--- config.mk ---
export PLATFORM = sky130hd
export DESIGN_NAME = adpll_fll_ctrl
export DESIGN_NICKNAME = d
export VERILOG_FILES = /design/src/rtl/adpll_pkg.sv /design/src/rtl/adpll_sar.sv /design/src/rtl/adpll_fll_ctrl.sv
export SDC_FILE = /design/constraint.sdc
export NUM_CORES = 1
export LEC_CHECK = 0
export CORE_MARGIN = 2
export CORE_UTILIZATION = 45
export DETAILED_ROUTE_END_ITERATION = 10
export HOLD_SLACK_MARGIN = 0.1
export PLACE_DENSITY = 0.64
export SYNTH_ARGS = -nofsm -noshare
export SYNTH_HDL_FRONTEND = slang
export SYNTH_SLANG_ARGS = --single-unit
--- constraint.sdc ---
create_clock -name REF_CLK -period 6 [get_ports REF_CLK]
set_input_delay 0.9 -clock REF_CLK [delete_from_list [all_inputs] [get_ports REF_CLK]]
set_output_delay 0.9 -clock REF_CLK [all_outputs]
set_load 0.02 [all_outputs]
--- src/rtl/adpll_pkg.sv ---
// Shared types and default constants for the ADPLL frequency-locked-loop controller.
package adpll_pkg;

   typedef enum logic [1:0] {
      ST_IDLE   = 2'd0,
      ST_COARSE = 2'd1,
      ST_FINE   = 2'd2,
      ST_LOCKED = 2'd3
   } adpll_state_e;

   localparam int DEF_CODE_W     = 10;
   localparam int DEF_CNT_W      = 11;
   localparam int DEF_FRAC_W     = 8;
   localparam int DEF_LOCK_CNT   = 10;
   localparam int DEF_LOCK_TOL   = 1;
   localparam int DEF_UNLOCK_CNT = 4;
   localparam int DEF_RELOCK_THR = 16;

endpackage

--- src/rtl/adpll_sar.sv ---
// DCO code register: successive-approximation search plus saturating +/-1 trim.
module adpll_sar
   import adpll_pkg::*;
#(
   parameter int CODE_W = DEF_CODE_W
) (
   input  logic              clk_sys,
   input  logic              rst_b,
   input  logic              init_i,     // load mid-scale, restart search at MSB
   input  logic              step_i,     // one SAR decision this cycle
   input  logic              keep_i,     // keep the bit under test
   input  logic              trim_up_i,
   input  logic              trim_dn_i,
   output logic [CODE_W-1:0] code_o,
   output logic              done_o      // high on the step that decides bit 0
);

   localparam int                IDX_W   = (CODE_W > 1) ? $clog2(CODE_W) : 1;
   localparam logic [CODE_W-1:0] MID     = {1'b1, {(CODE_W-1){1'b0}}};
   localparam logic [CODE_W-1:0] MAX     = '1;
   localparam logic [IDX_W-1:0]  MSB_IDX = IDX_W'(CODE_W - 1);

   logic [CODE_W-1:0] code_q, code_d;
   logic [IDX_W-1:0]  idx_q, idx_d;
   logic              done_q, done_d;

   // bit decision, then arm the next lower bit; trim only outside a running search
   always_comb begin
      code_d = code_q;
      idx_d  = idx_q;
      done_d = done_q;
      if (init_i) begin
         code_d = MID;
         idx_d  = MSB_IDX;
         done_d = 1'b0;
      end else if (step_i && !done_q) begin
         if (!keep_i) code_d[idx_q] = 1'b0;
         if (idx_q == '0) begin
            done_d = 1'b1;
         end else begin
            idx_d         = idx_q - IDX_W'(1);
            code_d[idx_d] = 1'b1;
         end
      end else if (trim_up_i && (code_q != MAX)) begin
         code_d = code_q + CODE_W'(1);
      end else if (trim_dn_i && (code_q != '0)) begin
         code_d = code_q - CODE_W'(1);
      end
   end

   // code/index/done registers
   always_ff @(posedge clk_sys or negedge rst_b) begin
      if (!rst_b) begin
         code_q <= MID;
         idx_q  <= MSB_IDX;
         done_q <= 1'b0;
      end else begin
         code_q <= code_d;
         idx_q  <= idx_d;
         done_q <= done_d;
      end
   end

   assign code_o = code_q;
   assign done_o = step_i && !done_q && (idx_q == '0);

endmodule

--- src/rtl/adpll_fll_ctrl.sv ---
// ADPLL frequency-locked-loop controller: SAR coarse search, +/-1 fine tracking,
// lock/unlock detection. Define ADPLL_FRAC_EN to add fractional-N target dithering.
//
// state     | meaning
// ----------+---------------------------------------------------------------
// IDLE      | loop disabled; code held; on EN capture targets, load mid-scale
// COARSE    | SAR search, one code bit decided per measurement, MSB first
// FINE      | +/-1 tracking, counting consecutive in-tolerance measurements
// LOCKED    | lock asserted, tracking, counting consecutive misses
module adpll_fll_ctrl
   import adpll_pkg::*;
#(
   parameter int CODE_W     = DEF_CODE_W,
   parameter int CNT_W      = DEF_CNT_W,
   parameter int FRAC_W     = DEF_FRAC_W,
   parameter int LOCK_CNT   = DEF_LOCK_CNT,
   parameter int LOCK_TOL   = DEF_LOCK_TOL,
   parameter int UNLOCK_CNT = DEF_UNLOCK_CNT,
   parameter int RELOCK_THR = DEF_RELOCK_THR
) (
   input  logic              REF_CLK,
   input  logic              RESET,
   input  logic              EN,
   input  logic [CNT_W-1:0]  N_INTEGER,
   input  logic [FRAC_W-1:0] F_FRACTION,
   input  logic [CNT_W-1:0]  DCO_CNT,
   input  logic              DCO_CNT_VLD,
   output logic [CODE_W-1:0] DCO_CODE,
   output logic              ADPLL_LOCK,
   output logic              LOCK_LOST,
   output logic [1:0]        STATE
);

   localparam int ERR_W  = CNT_W + 2;
   localparam int HIT_W  = $clog2(LOCK_CNT + 1);
   localparam int MISS_W = $clog2(UNLOCK_CNT + 1);

   adpll_state_e      state_q, state_d;
   logic              lock_q, lock_d;
   logic              lost_q, lost_d;
   logic [HIT_W-1:0]  hit_q, hit_d;
   logic [MISS_W-1:0] miss_q, miss_d;
   logic [CNT_W-1:0]  n_tgt_q, n_tgt_d;
   logic [CNT_W:0]    target;

   logic              sar_init, sar_step, sar_done, trim_up, trim_dn;
   logic [CODE_W-1:0] sar_code;

   logic signed [ERR_W-1:0] err;
   logic [ERR_W-1:0]        err_abs;
   logic                    err_pos, err_neg, in_tol, far_off;

`ifdef ADPLL_FRAC_EN
   logic [FRAC_W-1:0] frac_q, frac_d;
   logic [FRAC_W-1:0] acc_q, acc_d;
   logic [FRAC_W:0]   acc_sum;

   assign acc_sum = {1'b0, acc_q} + {1'b0, frac_q};
   assign target  = {1'b0, n_tgt_q} + {{CNT_W{1'b0}}, acc_sum[FRAC_W]};

   // fraction captured on IDLE exit; accumulator parked at zero in IDLE
   always_comb begin
      frac_d = frac_q;
      acc_d  = acc_q;
      if (state_q == ST_IDLE) begin
         acc_d = '0;
         if (EN) frac_d = F_FRACTION;
      end else if (EN && DCO_CNT_VLD) begin
         acc_d = acc_sum[FRAC_W-1:0];
      end
   end

   // fractional accumulator registers
   always_ff @(posedge REF_CLK or negedge RESET) begin
      if (!RESET) begin
         frac_q <= '0;
         acc_q  <= '0;
      end else begin
         frac_q <= frac_d;
         acc_q  <= acc_d;
      end
   end
`else
   logic unused_frac;
   assign unused_frac = ^F_FRACTION;
   assign target      = {1'b0, n_tgt_q};
`endif

   // frequency error, positive means the DCO runs fast
   assign err     = $signed({2'b00, DCO_CNT}) - $signed({1'b0, target});
   assign err_abs = err[ERR_W-1] ? $unsigned(-err) : $unsigned(err);
   assign err_neg = err[ERR_W-1];
   assign err_pos = !err[ERR_W-1] && (err != '0);
   assign in_tol  = (err_abs <= ERR_W'(LOCK_TOL));
   assign far_off = (err_abs > ERR_W'(RELOCK_THR));

   adpll_sar #(.CODE_W(CODE_W)) u_sar (
      .clk_sys   (REF_CLK),
      .rst_b     (RESET),
      .init_i    (sar_init),
      .step_i    (sar_step),
      .keep_i    (err_pos),
      .trim_up_i (trim_up),
      .trim_dn_i (trim_dn),
      .code_o    (sar_code),
      .done_o    (sar_done)
   );

   // next-state, lock bookkeeping and code-register commands
   always_comb begin
      state_d  = state_q;
      lock_d   = lock_q;
      lost_d   = 1'b0;
      hit_d    = hit_q;
      miss_d   = miss_q;
      n_tgt_d  = n_tgt_q;
      sar_init = 1'b0;
      sar_step = 1'b0;
      trim_up  = 1'b0;
      trim_dn  = 1'b0;
      if (!EN) begin
         state_d = ST_IDLE;
         lock_d  = 1'b0;
         lost_d  = lock_q;
         hit_d   = '0;
         miss_d  = '0;
      end else begin
         case (state_q)
            ST_IDLE: begin
               n_tgt_d  = N_INTEGER;
               sar_init = 1'b1;
               hit_d    = '0;
               miss_d   = '0;
               state_d  = ST_COARSE;
            end
            ST_COARSE: begin
               if (DCO_CNT_VLD) begin
                  sar_step = 1'b1;
                  if (sar_done) begin
                     state_d = ST_FINE;
                     hit_d   = '0;
                  end
               end
            end
            ST_FINE: begin
               if (DCO_CNT_VLD) begin
                  trim_up = !in_tol && err_pos;
                  trim_dn = !in_tol && err_neg;
                  if (!in_tol) begin
                     hit_d = '0;
                  end else if (hit_q == HIT_W'(LOCK_CNT - 1)) begin
                     state_d = ST_LOCKED;
                     lock_d  = 1'b1;
                     hit_d   = '0;
                     miss_d  = '0;
                  end else begin
                     hit_d = hit_q + HIT_W'(1);
                  end
               end
            end
            ST_LOCKED: begin
               if (DCO_CNT_VLD) begin
                  if (far_off) begin
                     // gross error: abandon tracking and search again from mid-scale
                     state_d  = ST_COARSE;
                     lock_d   = 1'b0;
                     lost_d   = 1'b1;
                     sar_init = 1'b1;
                     miss_d   = '0;
                  end else begin
                     trim_up = !in_tol && err_pos;
                     trim_dn = !in_tol && err_neg;
                     if (in_tol) begin
                        miss_d = '0;
                     end else if (miss_q == MISS_W'(UNLOCK_CNT - 1)) begin
                        state_d = ST_FINE;
                        lock_d  = 1'b0;
                        lost_d  = 1'b1;
                        miss_d  = '0;
                        hit_d   = '0;
                     end else begin
                        miss_d = miss_q + MISS_W'(1);
                     end
                  end
               end
            end
            default: state_d = ST_IDLE;
         endcase
      end
   end

   // FSM and status registers
   always_ff @(posedge REF_CLK or negedge RESET) begin
      if (!RESET) begin
         state_q <= ST_IDLE;
         lock_q  <= 1'b0;
         lost_q  <= 1'b0;
         hit_q   <= '0;
         miss_q  <= '0;
         n_tgt_q <= '0;
      end else begin
         state_q <= state_d;
         lock_q  <= lock_d;
         lost_q  <= lost_d;
         hit_q   <= hit_d;
         miss_q  <= miss_d;
         n_tgt_q <= n_tgt_d;
      end
   end

   assign DCO_CODE   = sar_code;
   assign ADPLL_LOCK = lock_q;
   assign LOCK_LOST  = lost_q;
   assign STATE      = state_q;

endmodule
-- After elaboration in Yosys (flattened, before gate mapping)
Index checks and enable logic that the tools add are counted.
- $add $sub $neg: 7
- magnitude comparators: 6
- equal/unequal tests: 20
- muxes and demuxes: 82
- bitwise logic cells: 3
- reductions and logical operators: 26
- operators with widths (cell ; count):
    10-bit two-way mux ; 8
    4-bit two-way mux ; 13
    1-bit two-way mux ; 33
    3-bit inequality test, second input constant ; 9
    3-bit two-way mux ; 8
    2-bit two-way mux ; 10
    4-bit one-hot mux with 4 select lines ; 1
    7-bit AND reduction ; 2
    13-bit by 5-bit > comparator with 1-bit output, second input constant ; 1
    13-bit by 1-bit less-or-equal comparator with 1-bit output, second input constant ; 1
    13-bit two-way mux ; 1
    12-bit negator with 13-bit output ; 1
    13-bit nonzero test ; 1
    11-bit by 11-bit subtractor with 12-bit output ; 1
    10-bit by 1-bit adder with 10-bit output, second input constant ; 1
    10-bit bitwise AND ; 1
    4-bit by 5-bit less-than comparator with 1-bit output, second input constant ; 2
    10-bit inequality test, second input constant ; 1
    10-bit NOT ; 1
    10-bit OR ; 1
    10-bit nonzero test ; 1
    10-bit by 1-bit subtractor with 10-bit output, second input constant ; 1
    1-bit logical AND ; 9
    3-bit one-hot mux with 3 select lines ; 1
    23 further kinds ; 35
- flip-flop bits (word level): 37
- input bits: 34
- output and inout port bits: 14
- logic and storage cells: 153

-- Logic depth before layout (Yosys ltp)
Gate-level depths: netlist of run 1.
- depth after elaboration: 15
- depth in mapped cells: 25
- mapped depth without buffers: 25

-- Cells and area by module
A second synthesis of run 1 with hierarchy kept.
- cell total of the unflattened synthesis: 457
- area, all modules: 3834.9 um^2
- modules (own cells, without submodules) (module ; instances ; cells each ; area each (um^2) ; seq. area each (um^2)):
    adpll_fll_ctrl ; 1 ; 274 ; 2299.7 ; 550.5
    adpll_sar ; 1 ; 183 ; 1535.2 ; 379.1

-- Least setup slack after synthesis of run 1
OpenSTA, ideal clock, no wires.
- path kind: input port to flip-flop
- start point: input port DCO_CNT[0]
- end point: register u_sar.code_q[9] (netlist: u_sar.code_o[9])
- setup time: 82 ps
- arrival: 5602 ps
- required time: 5918 ps
- slack: 316 ps
- stages on the path: 25
- path buffers: 0
- cells stage by stage: inv_1 ha_1 inv_1 fa_1 a21o_1 a211oi_1 o211ai_1 a2111oi_4 a21boi_1 o211a_1 or2_2 a31oi_2 nand3b_1 ha_1 a21o_1 a21oi_1 o21bai_1 a21oi_1 o21bai_1 a211o_1 o211ai_1 nand2_1 nor4b_1 a211oi_1 a22oi_1
- word-level cells in the longest chain between the ends: 14
- elaborated cells on any way between the ends: 36
- classes of those cells: 2 x add/sub; 2 x order compare; 22 x mux; 1 x bitwise; 9 x reduce/logical
- RTL lines (element ; line ; text):
    start, declared ; adpll_fll_ctrl.sv:26 ; input logic [CNT_W-1:0] DCO_CNT,
    11-bit by 11-bit subtractor with 12-bit output * ; adpll_fll_ctrl.sv:90 ; assign err = $signed({2'b00, DCO_CNT}) - $signed({1'b0, target});
    12-bit negator with 13-bit output ; adpll_fll_ctrl.sv:91 ; assign err_abs = err[ERR_W-1] ? $unsigned(-err) : $unsigned(err);
    13-bit two-way mux ; adpll_fll_ctrl.sv:91 ;
    13-bit by 1-bit less-or-equal comparator with 1-bit output ; adpll_fll_ctrl.sv:94 ; assign in_tol = (err_abs <= ERR_W'(LOCK_TOL));
    1-bit zero test ; - ;
    1-bit logical AND ; adpll_fll_ctrl.sv:147, adpll_fll_ctrl.sv:171 ;
    1-bit two-way mux ; adpll_fll_ctrl.sv:163 ; if (far_off) begin
    1-bit two-way mux ; adpll_fll_ctrl.sv:162 ; if (DCO_CNT_VLD) begin
    1-bit one-hot mux with 2 select lines ; adpll_fll_ctrl.sv:128 ; case (state_q)
    1-bit two-way mux ; adpll_fll_ctrl.sv:121 ; if (!EN) begin
    1-bit logical AND ; adpll_sar.sv:44 ; end else if (trim_up_i && (code_q != MAX)) begin
    10-bit two-way mux ; adpll_sar.sv:44 ;
    10-bit two-way mux ; adpll_sar.sv:36 ; end else if (step_i && !done_q) begin
    10-bit two-way mux ; adpll_sar.sv:32 ; if (init_i) begin
    end signal, assigned ; adpll_sar.sv:58 ; code_q <= code_d;
    end, declared ; adpll_sar.sv:23 ; logic [CODE_W-1:0] code_q, code_d;
Mark *: on every way between the ends. The rest lies on a longest branch, timed or not. The select of a mux whose other input is x is not followed.
A chain may end at the register's enable or synchronous reset.

-- Worst setup path after layout of run 1
- start point: input port DCO_CNT[1]
- end point: register u_sar.code_q[9] (netlist: u_sar.code_o[9])
Same word-level chain as after synthesis.

==> reports/qor.csv, run 1 <==
metric,value,unit
"Max FO, Critical Path",4,
first-pass GRT wire length,15.3,mm
Die W,94.2,um
nets,588,
Max Freq,0.174,GHz
Post-Syn Area,0.00366,mm2
DRC,0,
Routed WL per cell,14.7,um
Hold Crit Class,flip-flop to flip-flop,
largest net degree at the start of global routing,38,
CP Capture Type,flip-flop,
drt initial violations,243,
combinational power share,0.762,
Seq cells post-synth,37,
sw power,1.29,mW
Critical Path RT,6.21,ns
Critical Path End,u_sar.code_o[9]$_DFFE_PN1P_,
syn avg cell area,8.42,um2
number of synthesized flops with an enable pin,0,
Final Setup Violations,0,
"Seq/Total Area, Yosys",0.254,
Switching Fraction,0.475,
latest clock arrival within the worst-skew pair,0.29,ns
hold_sp,miss_q[0]$_DFFE_PN0P_,
top_reg_cell synth,dfrtp_1,
leakage power,2.03,nW
pwr/cell area,580,mW/mm2
DRT antenna net count,0,
vias per std cell,5.81,
area grow syn2layout,27.5,%
Die Height,94.2,um
Setup TNS,0,ns
Max IR drop VDD,0.298,mV
initial antenna violation count,0,
clk_skew,0.00477,ns
Worst Reg2Reg Path Length in Cells,25,
slew margin rel.,0.413,
Ant. Diodes,0,
Synth area leaders,"dfrtp_1 23%, ha_1 11%, a21oi_1 4.8%",
WS Path Type,input pin to flip-flop,
Starting Density,0.469,
CTS tree,built,
CTS Root Cell,clkbuf_8,
Final period util,0.957,
vias in the first global route,3310,
most frequent cells in the layout,"52 x buf_4, 37 x clkdlybuf4s50_1, 35 x nand2_1",
Reg power frac,0.169,
Clock Tree Buf Depth,2,
Num CTS Buffers,5,
Pint,1.42,mW
Hold WS,0.491,ns
fin crit period,5.74,ns
via count,3614,
Slew Limit Fails,0,
worst r2r src,n_tgt_q[0]$_DFFE_PN0P_,
Detailed Place HPWL,7.00,mm
Cells after Synth,435,
"most common cell after layout, fill and taps aside",buf_4,
library cells used by synthesis,79,
core area,0.00781,mm2
status,finished clean,
"FFs w/ async S/R, synth",1.00,
H-Tree Depth,2,
cell taking the most area after synthesis,dfrtp_1,
Clock power frac,0.070,
clk sink count,37,
synth warn,0,
grt ovf,0,
Die Area,0.00887,mm2
I/O pin count,48,
r2r setup slk,0.84,ns
Syn Nets,504,
row count,32,
reg2reg end,u_sar.code_o[9]$_DFFE_PN1P_,
total track usage,0.212,
"Arr. time, crit path",5.95,ns
First-pass DRT Iterations,5,
"Reg clk slew, reported paths",0.08,ns
Buffers on Ports,39,
Routed WL,9.13,mm
Crit. Startpoint,DCO_CNT[1],
Slew @ Worst Pin,0.881,ns
final hold viol count,0,
top cell type's share of synthesized area,0.232,
share of post-route cells with drive strength above 1,0.212,
crit path launch type,input pin,
GPL Wtd Cong,0.897,
max_cap viols,0,
metrics by stage:
stage / setup slack, ns / util / cell area, um2 / cells / total power, mW
floorplan: 0.316 / - / 3660 / 435 / 1.76
global route: -0.00572 / 0.598 / 4670 / 622 / 2.94
global placement: -0.408 / 0.573 / 4480 / 612 / 2.38
CTS: 0.0335 / 0.588 / 4590 / 621 / 2.63
finish: 0.261 / 0.598 / 4670 / 622 / 2.71
detailed placement: -0.489 / 0.573 / 4480 / 612 / 2.41
power by group through the flow:
stage          clock [mW]  combinational, mW  sequential, mW
2_1_floorplan           0               1.29           0.470
3_3_place_gp            0               1.92           0.454
3_5_place_dp            0               1.95           0.459
4_1_cts             0.195               1.98           0.454
5_1_grt             0.204               2.27           0.474
6_report            0.189               2.06           0.456
cell families after synthesis:
family / synth area share
mux: 0.0420
xor+xnor: 0.0379
flops: 0.254
simple gates: 0.208
buf+inv: 0.0550
compound gates: 0.279
fa+ha+maj: 0.124
cells in the mapped netlist (3+ instances only):
master,n
ha_1,33
mux2i_1,3
a21oi_1,35
or3_1,3
nand3_1,13
nor3_1,12
o22ai_1,3
dfrtp_1,34
mux2_2,11
nor3b_1,5
o21ai_0,18
nor4_1,3
nand2b_1,6
a31oi_1,8
o211a_1,3
or4_1,3
xor2_1,3
a211oi_1,5
o211ai_1,6
and2_1,5
nor2_1,31
o221a_1,5
nand4_1,5
a221oi_1,3
o21bai_1,5
nor2b_1,4
xnor2_1,11
o21ai_1,6
a21o_1,4
a32oi_1,4
or2_2,5
inv_1,34
clkbuf_1,9
nand2_1,35
dfstp_2,3
worst min-delay path by stage:
| stage | to | cells after the start |
|---|---|---|
| 2_1_floorplan | miss_q[0]$_DFFE_PN0P_ | 1 |
| 3_3_place_gp | miss_q[0]$_DFFE_PN0P_ | 1 |
| 3_5_place_dp | miss_q[0]$_DFFE_PN0P_ | 1 |
| 4_1_cts | miss_q[0]$_DFFE_PN0P_ | 1 |
| 5_1_grt | miss_q[0]$_DFFE_PN0P_ | 1 |
| 6_report | miss_q[0]$_DFFE_PN0P_ | 1 |
state kept, by name, indices dropped and copies added, names as in the netlist:
| register | cells |
|---|---|
| u_sar.idx_q | 4 |
| u_sar.done_q | 1 |
| ADPLL_LOCK | 1 |
| miss_q | 3 |
| u_sar.code_o | 10 |
| STATE | 2 |
| n_tgt_q | 11 |
| LOCK_LOST | 1 |
| hit_q | 4 |
routing by layer:
layer,up-vias,track usage,part of all wire
met5,-,0,0
met4,0,0.0556,0.011
met3,11,0.0337,0.045
met2,93,0.333,0.45
met1,1726,0.302,0.49
li1,1784,-,-
timing repair:
action / in CTS / in global routing
endpoints found under the setup margin: 2 / 4
pin swaps: 2 / 21
resized for setup: 5 / 17
setup buffers: 1 / 2
hold buffers: 0 / 0
worst max-delay path, cell delays in order:
cell and delay, ns:
clkdlybuf4s50_1 0.46, buf_4 0.16, ha_1 0.28, nand2b_1 0.13, a211oi_4 0.09, or3_4 0.37
a2111oi_4 0.41, buf_4 0.18, and4bb_1 0.19, o211a_1 0.18, or2_4 0.13, a31oi_4 0.08
nand3b_1 0.25, buf_4 0.19, ha_1 0.30, a21oi_2 0.07, o21bai_1 0.20, a21oi_2 0.08
o21bai_1 0.24, a21oi_2 0.09, o211ai_1 0.33, nand2_1 0.12, nor4b_2 0.28, a211oi_1 0.09
a22oi_1 0.16
final cells by class:
| class | instances | area, um2 |
|---|---|---|
| clock buffer | 8 | 90.1 |
| fill | 713 | 3140 |
| inverter | 34 | 128 |
| multi-input combinational | 350 | 2610 |
| sequential | 37 | 930 |
| tap | 102 | 128 |
| timing repair buffer | 91 | 778 |
Power figures use the tool's default switching activity.
==> run 2, diff against run 1 <==
--- a/config.mk
+++ b/config.mk
@@ -7,8 +7,8 @@
 export LEC_CHECK = 0
 export CORE_MARGIN = 2
-export CORE_UTILIZATION = 45
+export CORE_UTILIZATION = 30
 export DETAILED_ROUTE_END_ITERATION = 10
 export HOLD_SLACK_MARGIN = 0.1
-export PLACE_DENSITY = 0.64
+export PLACE_DENSITY = 0.46
 export SYNTH_ARGS = -nofsm -noshare
 export SYNTH_HDL_FRONTEND = slang
==> constraint.sdc (replaced) <==
create_clock -name REF_CLK -period 6 [get_ports REF_CLK]
set_input_delay 1.2 -clock REF_CLK [delete_from_list [all_inputs] [get_ports REF_CLK]]
set_output_delay 1.2 -clock REF_CLK [all_outputs]
set_load 0.02 [all_outputs]
==> reports/qor.csv, run 2 (synthesized netlist as in run 1, its figures left out) <==
metric,value,unit
row count,40,
Routed WL,10.6,mm
area taken by multi-input logic gates,0.00287,mm2
RSZ-0062 raised after global routing,true,
Routed WL per cell,14.9,um
H-Tree Depth,2,
vias in the first global route,3726,
Worst path slowest cell,fa_2,
Layout Cells excl Fill,710,
DP Area,0.00475,mm2
total track usage,0.166,
Reg area,930,um2
reg2reg end,u_sar.code_o[9]$_DFFE_PN1P_,
DRC,0,
Critical Path RT,6.21,ns
CP Capture Type,flip-flop,
Slew Limit Fails,0,
pwr/cell area,610,mW/mm2
Buffers on Ports,39,
Switching Fraction,0.445,
Clock Tree Buf Depth,2,
Largest Register,n_tgt_q,
final hold viol count,0,
initial antenna violation count,0,
vias per std cell,5.20,
Slew @ Worst Pin,0.923,ns
"Hold-fix buffers, CTS",0,
slew margin rel.,0.385,
First-pass DRT Iterations,5,
via count,3690,
Die W,114,um
r2r setup slk,0.80,ns
max reg flops,11,
clk_skew,0.00780,ns
Starting Density,0.306,
Max Freq,0.171,GHz
clk sink count,37,
hold_sp,miss_q[0]$_DFFE_PN0P_,
Pint,1.83,mW
core area,0.0120,mm2
Final period util,0.973,
Die Height,114,um
area grow syn2layout,47.8,%
share of post-route cells with drive strength above 1,0.334,
Num CTS Buffers,5,
CTS Root Cell,clkbuf_16,
"Arr. time, crit path",6.05,ns
Hold Path Depth,1,
WS Path Type,input pin to flip-flop,
largest net degree at the start of global routing,38,
Reg power frac,0.139,
status,finished clean,
Final Setup Violations,0,
Hold Crit Class,flip-flop to flip-flop,
Critical Path Max Stage Delay,0.40,ns
fin crit period,5.84,ns
DRT antenna net count,0,
first-pass GRT wire length,17.8,mm
Ant. Diodes,0,
post-route design area,0.00541,mm2
"most common cell after layout, fill and taps aside",buf_4,
CTS tree,built,
GPL Wtd Cong,0.853,
sw power,1.47,mW
nets,631,
Detailed Place HPWL,7.93,mm
worst r2r src,n_tgt_q[0]$_DFFE_PN0P_,
hold path endpoint,miss_q[0]$_DFFE_PN0P_,
"Max FO, Critical Path",3,
Max IR drop VDD,0.198,mV
I/O pin count,48,
Die Area,0.0131,mm2
most frequent cells in the layout,"93 x buf_4, 34 x dfrtp_1, 33 x clkdlybuf4s50_1",
combinational power share,0.765,
latest clock arrival within the worst-skew pair,0.28,ns
leakage power,2.35,nW
drt initial violations,116,
Worst Reg2Reg Path Length in Cells,26,
grt ovf,0,
crit path launch type,input pin,
Placed Instances,686,
Clock power frac,0.095,
"Reg clk slew, reported paths",0.06,ns
max_cap viols,0,
Filler Cells Inserted,1191,
## run 2: final cells by class
class / instances / area share
clock inverters: 2 / 0.00694
repair buffers: 134 / 0.207
well taps: 147 / 0.0340
inverters: 34 / 0.0241
flip-flops and latches: 37 / 0.172
clock buffers: 6 / 0.0257
multi-input cells: 350 / 0.531
## run 2: stage by stage
stage	power, mW	hold slack (ns)	TNS, ns	util	setup slack (ns)
6_report	3.30	0.487	0	0.452	0.161
5_1_grt	3.61	0.511	-0.230	0.452	-0.171
4_1_cts	3.07	0.494	0	0.424	0.0274
3_5_place_dp	2.60	0.486	-2.26	0.397	-0.733
3_3_place_gp	2.58	0.466	-2.10	0.397	-0.687
2_1_floorplan	1.76	0.457	0	-	0.0158
## run 2: worst max path at each step
| stage | endpoint | start | cells past startpoint | slack (ns) |
|---|---|---|---|---|
| detailed placement | u_sar.code_o[9]$_DFFE_PN1P_ | DCO_CNT[0] | 26 | -0.73 |
| floorplan | u_sar.code_o[9]$_DFFE_PN1P_ | DCO_CNT[0] | 25 | 0.02 |
| global placement | u_sar.code_o[9]$_DFFE_PN1P_ | DCO_CNT[0] | 26 | -0.69 |
| finish | u_sar.code_o[9]$_DFFE_PN1P_ | DCO_CNT[0] | 28 | 0.16 |
| CTS | u_sar.code_o[9]$_DFFE_PN1P_ | DCO_CNT[2] | 24 | 0.03 |
| global route | u_sar.code_o[9]$_DFFE_PN1P_ | DCO_CNT[0] | 27 | -0.17 |
## run 2: per-layer routing
layer,vias to the layer above,part of all wire,GRT usage
li1,1875,-,-
met5,-,0,0
met1,1754,0.48,0.230
met2,54,0.48,0.279
met4,0,0.0056,0.0244
met3,7,0.034,0.0259
## run 2: repair_timing
action,in CTS,in global routing
pin swaps,24,35
resized for setup,23,55
setup endpoints to repair,4,4
gates cloned,0,0
setup buffers,5,11
## run 2: critical path, delay by kind of cell
family                   cells  cell delay [ns]
AO/OA/AOI/OAI               14             2.38
AND/OR/NAND/NOR              5             1.00
adder cells (fa/ha/maj)      3             0.79
buffers and inverters        5             0.52
XOR/XNOR                     1             0.17
## run 2: power groups by stage
stage               logic [mW]  clock network (mW)  registers, mW
detailed placement        2.14                   0          0.461
CTS                       2.28               0.327          0.460
floorplan                 1.29                   0          0.470
global placement          2.12                   0          0.459
finish                    2.53               0.315          0.460
global route              2.79               0.338          0.481
==> RTL change, RTL diff (config.mk and constraints of run 1) <==
`DEF_LOCK_CNT`: 10 -> 12.
--- a/src/rtl/adpll_pkg.sv
+++ b/src/rtl/adpll_pkg.sv
@@ -11,7 +11,7 @@
    localparam int DEF_CODE_W     = 10;
    localparam int DEF_CNT_W      = 11;
    localparam int DEF_FRAC_W     = 8;
-   localparam int DEF_LOCK_CNT   = 10;
+   localparam int DEF_LOCK_CNT   = 12;
    localparam int DEF_LOCK_TOL   = 1;
    localparam int DEF_UNLOCK_CNT = 4;
    localparam int DEF_RELOCK_THR = 16;
Behaviour: no difference found for any inputs over 4 cycles, from zero or initial values and one cycle with RESET low; that may be too few to reach the edited logic, so the function may still have changed.
==> RTL change against run 1 <==
- core utilization up 3.0 points
- largest power group unchanged
- hold slack about the same
- via count down 2.9%
- total power up 2.4%
- design area up 4.6%
- maximum frequency down 1.6%
- sequential cell count unchanged
- wire length up 0.99%
- die area down 0.46%
- synthesized area down 0.48%
- global-route usage up 0.52 points
- worst setup slack worse by 0.094 ns
==> RTL change: results (changes against run 1) <==
Drt
  – Starting DRT DRC Count: 179 (-26%)
  – Total wire length: 9217 um (+0.99%)
  – DRT Pass-1 Iters: 4 (-1)
  – Vias post-DR: 3,508 (-2.9%)

Pwr
  – Net Sw Power: 0.001253 W (-2.5%)
  – Max IR drop VDD: 0.2196 mV (-26%)
  – Leakage dissipation: 2.127 nW (+4.9%)

Synthesis
  – Seq/Total Area, Yosys: 25.52% (+0.12 points)
  – Synth Flop Type: dfrtp_1
  – Top post-synthesis cells by area: dfrtp_1 23%, ha_1 11%, mux2i_1 4.4%, a21oi_1 4.3%, inv_1 4.0%
  – Post-synth cell types: 72 (-8.9%)
  – Synth top cells by count: 39 x inv_1, 34 x dfrtp_1, 32 x ha_1, 31 x a21oi_1, 29 x nor2_1
  – YS warnings: 0 (unchanged)
  – Syn_nets: 484 (-4.0%)

Global route
  – First-pass GRT wire length: 15,630 um (+2.1%)
  – Vias in the first global route: 3,333 (+0.69%)
  – Tot GR Track Use: 21.72% (+0.52 points)

CTS
  – Skew-Pair Late Insertion Delay: 0.29 ns (about the same)

Layout
  – Final net count: 585 (-0.51%)
  – Layout cells sized above 1: 27.99% (+6.8 points)
  – Fill count: 689 (-3.4%)

Setup path
  – CP arrival: 6.05 ns (+0.10 ns)
  – Worst R2R Path Depth: 26 (+4.0%)
  – Slowest CP cell: or3b_4

Timing
  – Clk_skew: 0.007405 ns (+0.002632 ns)

Status
  – Status: complete, no violations

Place
  – HPWL Detailed: 6891 um (-1.5%)
  – Gp weighted congestion: 0.8590 (-4.3%)
RTL change: cell count changes in the layout (fill, tap and decap cells not counted), moves of 5 or more:
cell      delta
nand2_1     -13
ha_4         +7
ha_1         -7
a21oi_1      -6
buf_4       +16
o221a_1      -5
mux2i_1     +13
a211oi_1     +5
a221oi_2     +6
a31oi_1      -7
RTL change: power groups by stage:
stage          combinational, W  sequential [W]  clock, W
4_1_cts                 0.00203        0.000438  0.000182
2_1_floorplan           0.00122        0.000459         0
5_1_grt                 0.00236        0.000458  0.000196
3_5_place_dp            0.00192        0.000442         0
3_3_place_gp            0.00188        0.000437         0
6_report                0.00215        0.000445  0.000176
RTL change: per-stage QoR:
stage	worst slack [ns]	std cells	instance area [um2]	hold WS (ns)	power [W]
after global placement	-0.5307	599	4521	0.4766	0.002316
after detailed placement	-0.6932	599	4521	0.4812	0.002367
after floorplan	0.03482	416	3660	0.4569	0.001682
after global routing	-0.08559	620	4880	0.5192	0.003015
final	0.1668	620	4880	0.4914	0.002772
after CTS	0.01678	614	4713	0.4917	0.002650
RTL change: path summary, 6_finish.rpt:
path                       startpoint              end  slack [ns]
setup / recovery           DCO_CNT[0]  u_sar.code_o[9]        0.17
hold / removal              miss_q[0]        miss_q[0]        0.49
setup reg to reg           n_tgt_q[0]  u_sar.code_o[9]        0.48
hold reg to reg             miss_q[0]        miss_q[0]        0.49
max in group asynchronous       RESET  u_sar.code_o[8]        4.72
min in group asynchronous       RESET       n_tgt_q[3]        0.72
RTL change: kinds of logic (layout without fill, tap and decap cells):
logic type | Yosys count | in the layout | synth area share (%)
mux | 28 | 28 | 8.104
xor+xnor | 17 | 17 | 4.705
compound gates | 125 | 125 | 25.52
buf+inv | 54 | 156 | 6.216
fa+ha+maj | 34 | 34 | 12.09
flops | 37 | 37 | 25.52
simple gates | 121 | 121 | 17.86
RTL change: timing repair:
action / in CTS / in global routing
gates resized for setup: 17 / 23
buffers inserted: 7 / 6
setup endpoints to repair: 3 / 4
hold buffers: 0 / 0
cloned: 0 / 0
pin swaps: 22 / 28
RTL change: routing by layer:
metal	GRT usage, %	vias to the layer above	wire length [um]
li1	-	1745	-
met1	31.76	1689	4588
met2	34.40	67	4200
met3	2.970	7	353
met4	4.106	0	74
met5	0	-	0
RTL change: worst register-to-register path: cells and delay by family (launching register included):
kind,cells,cell delay [ns]
XOR/XNOR,1,0.18
adder cells (fa/ha/maj),3,0.73
multiplexers,3,0.48
buffers and inverters,3,0.35
flip-flops,1,0.40
AO/OA/AOI/OAI,12,2.28
AND/OR/NAND/NOR,4,1.06
RTL change: final cells by class:
type                    count  area share [%]
flip-flops and latches     37           19.05
clock buffers               7           1.564
repair buffers            109           18.90
inverters                  39           3.051
well taps                 102           2.615
clock inverters             1          0.1538
multi-input cells         325           54.67
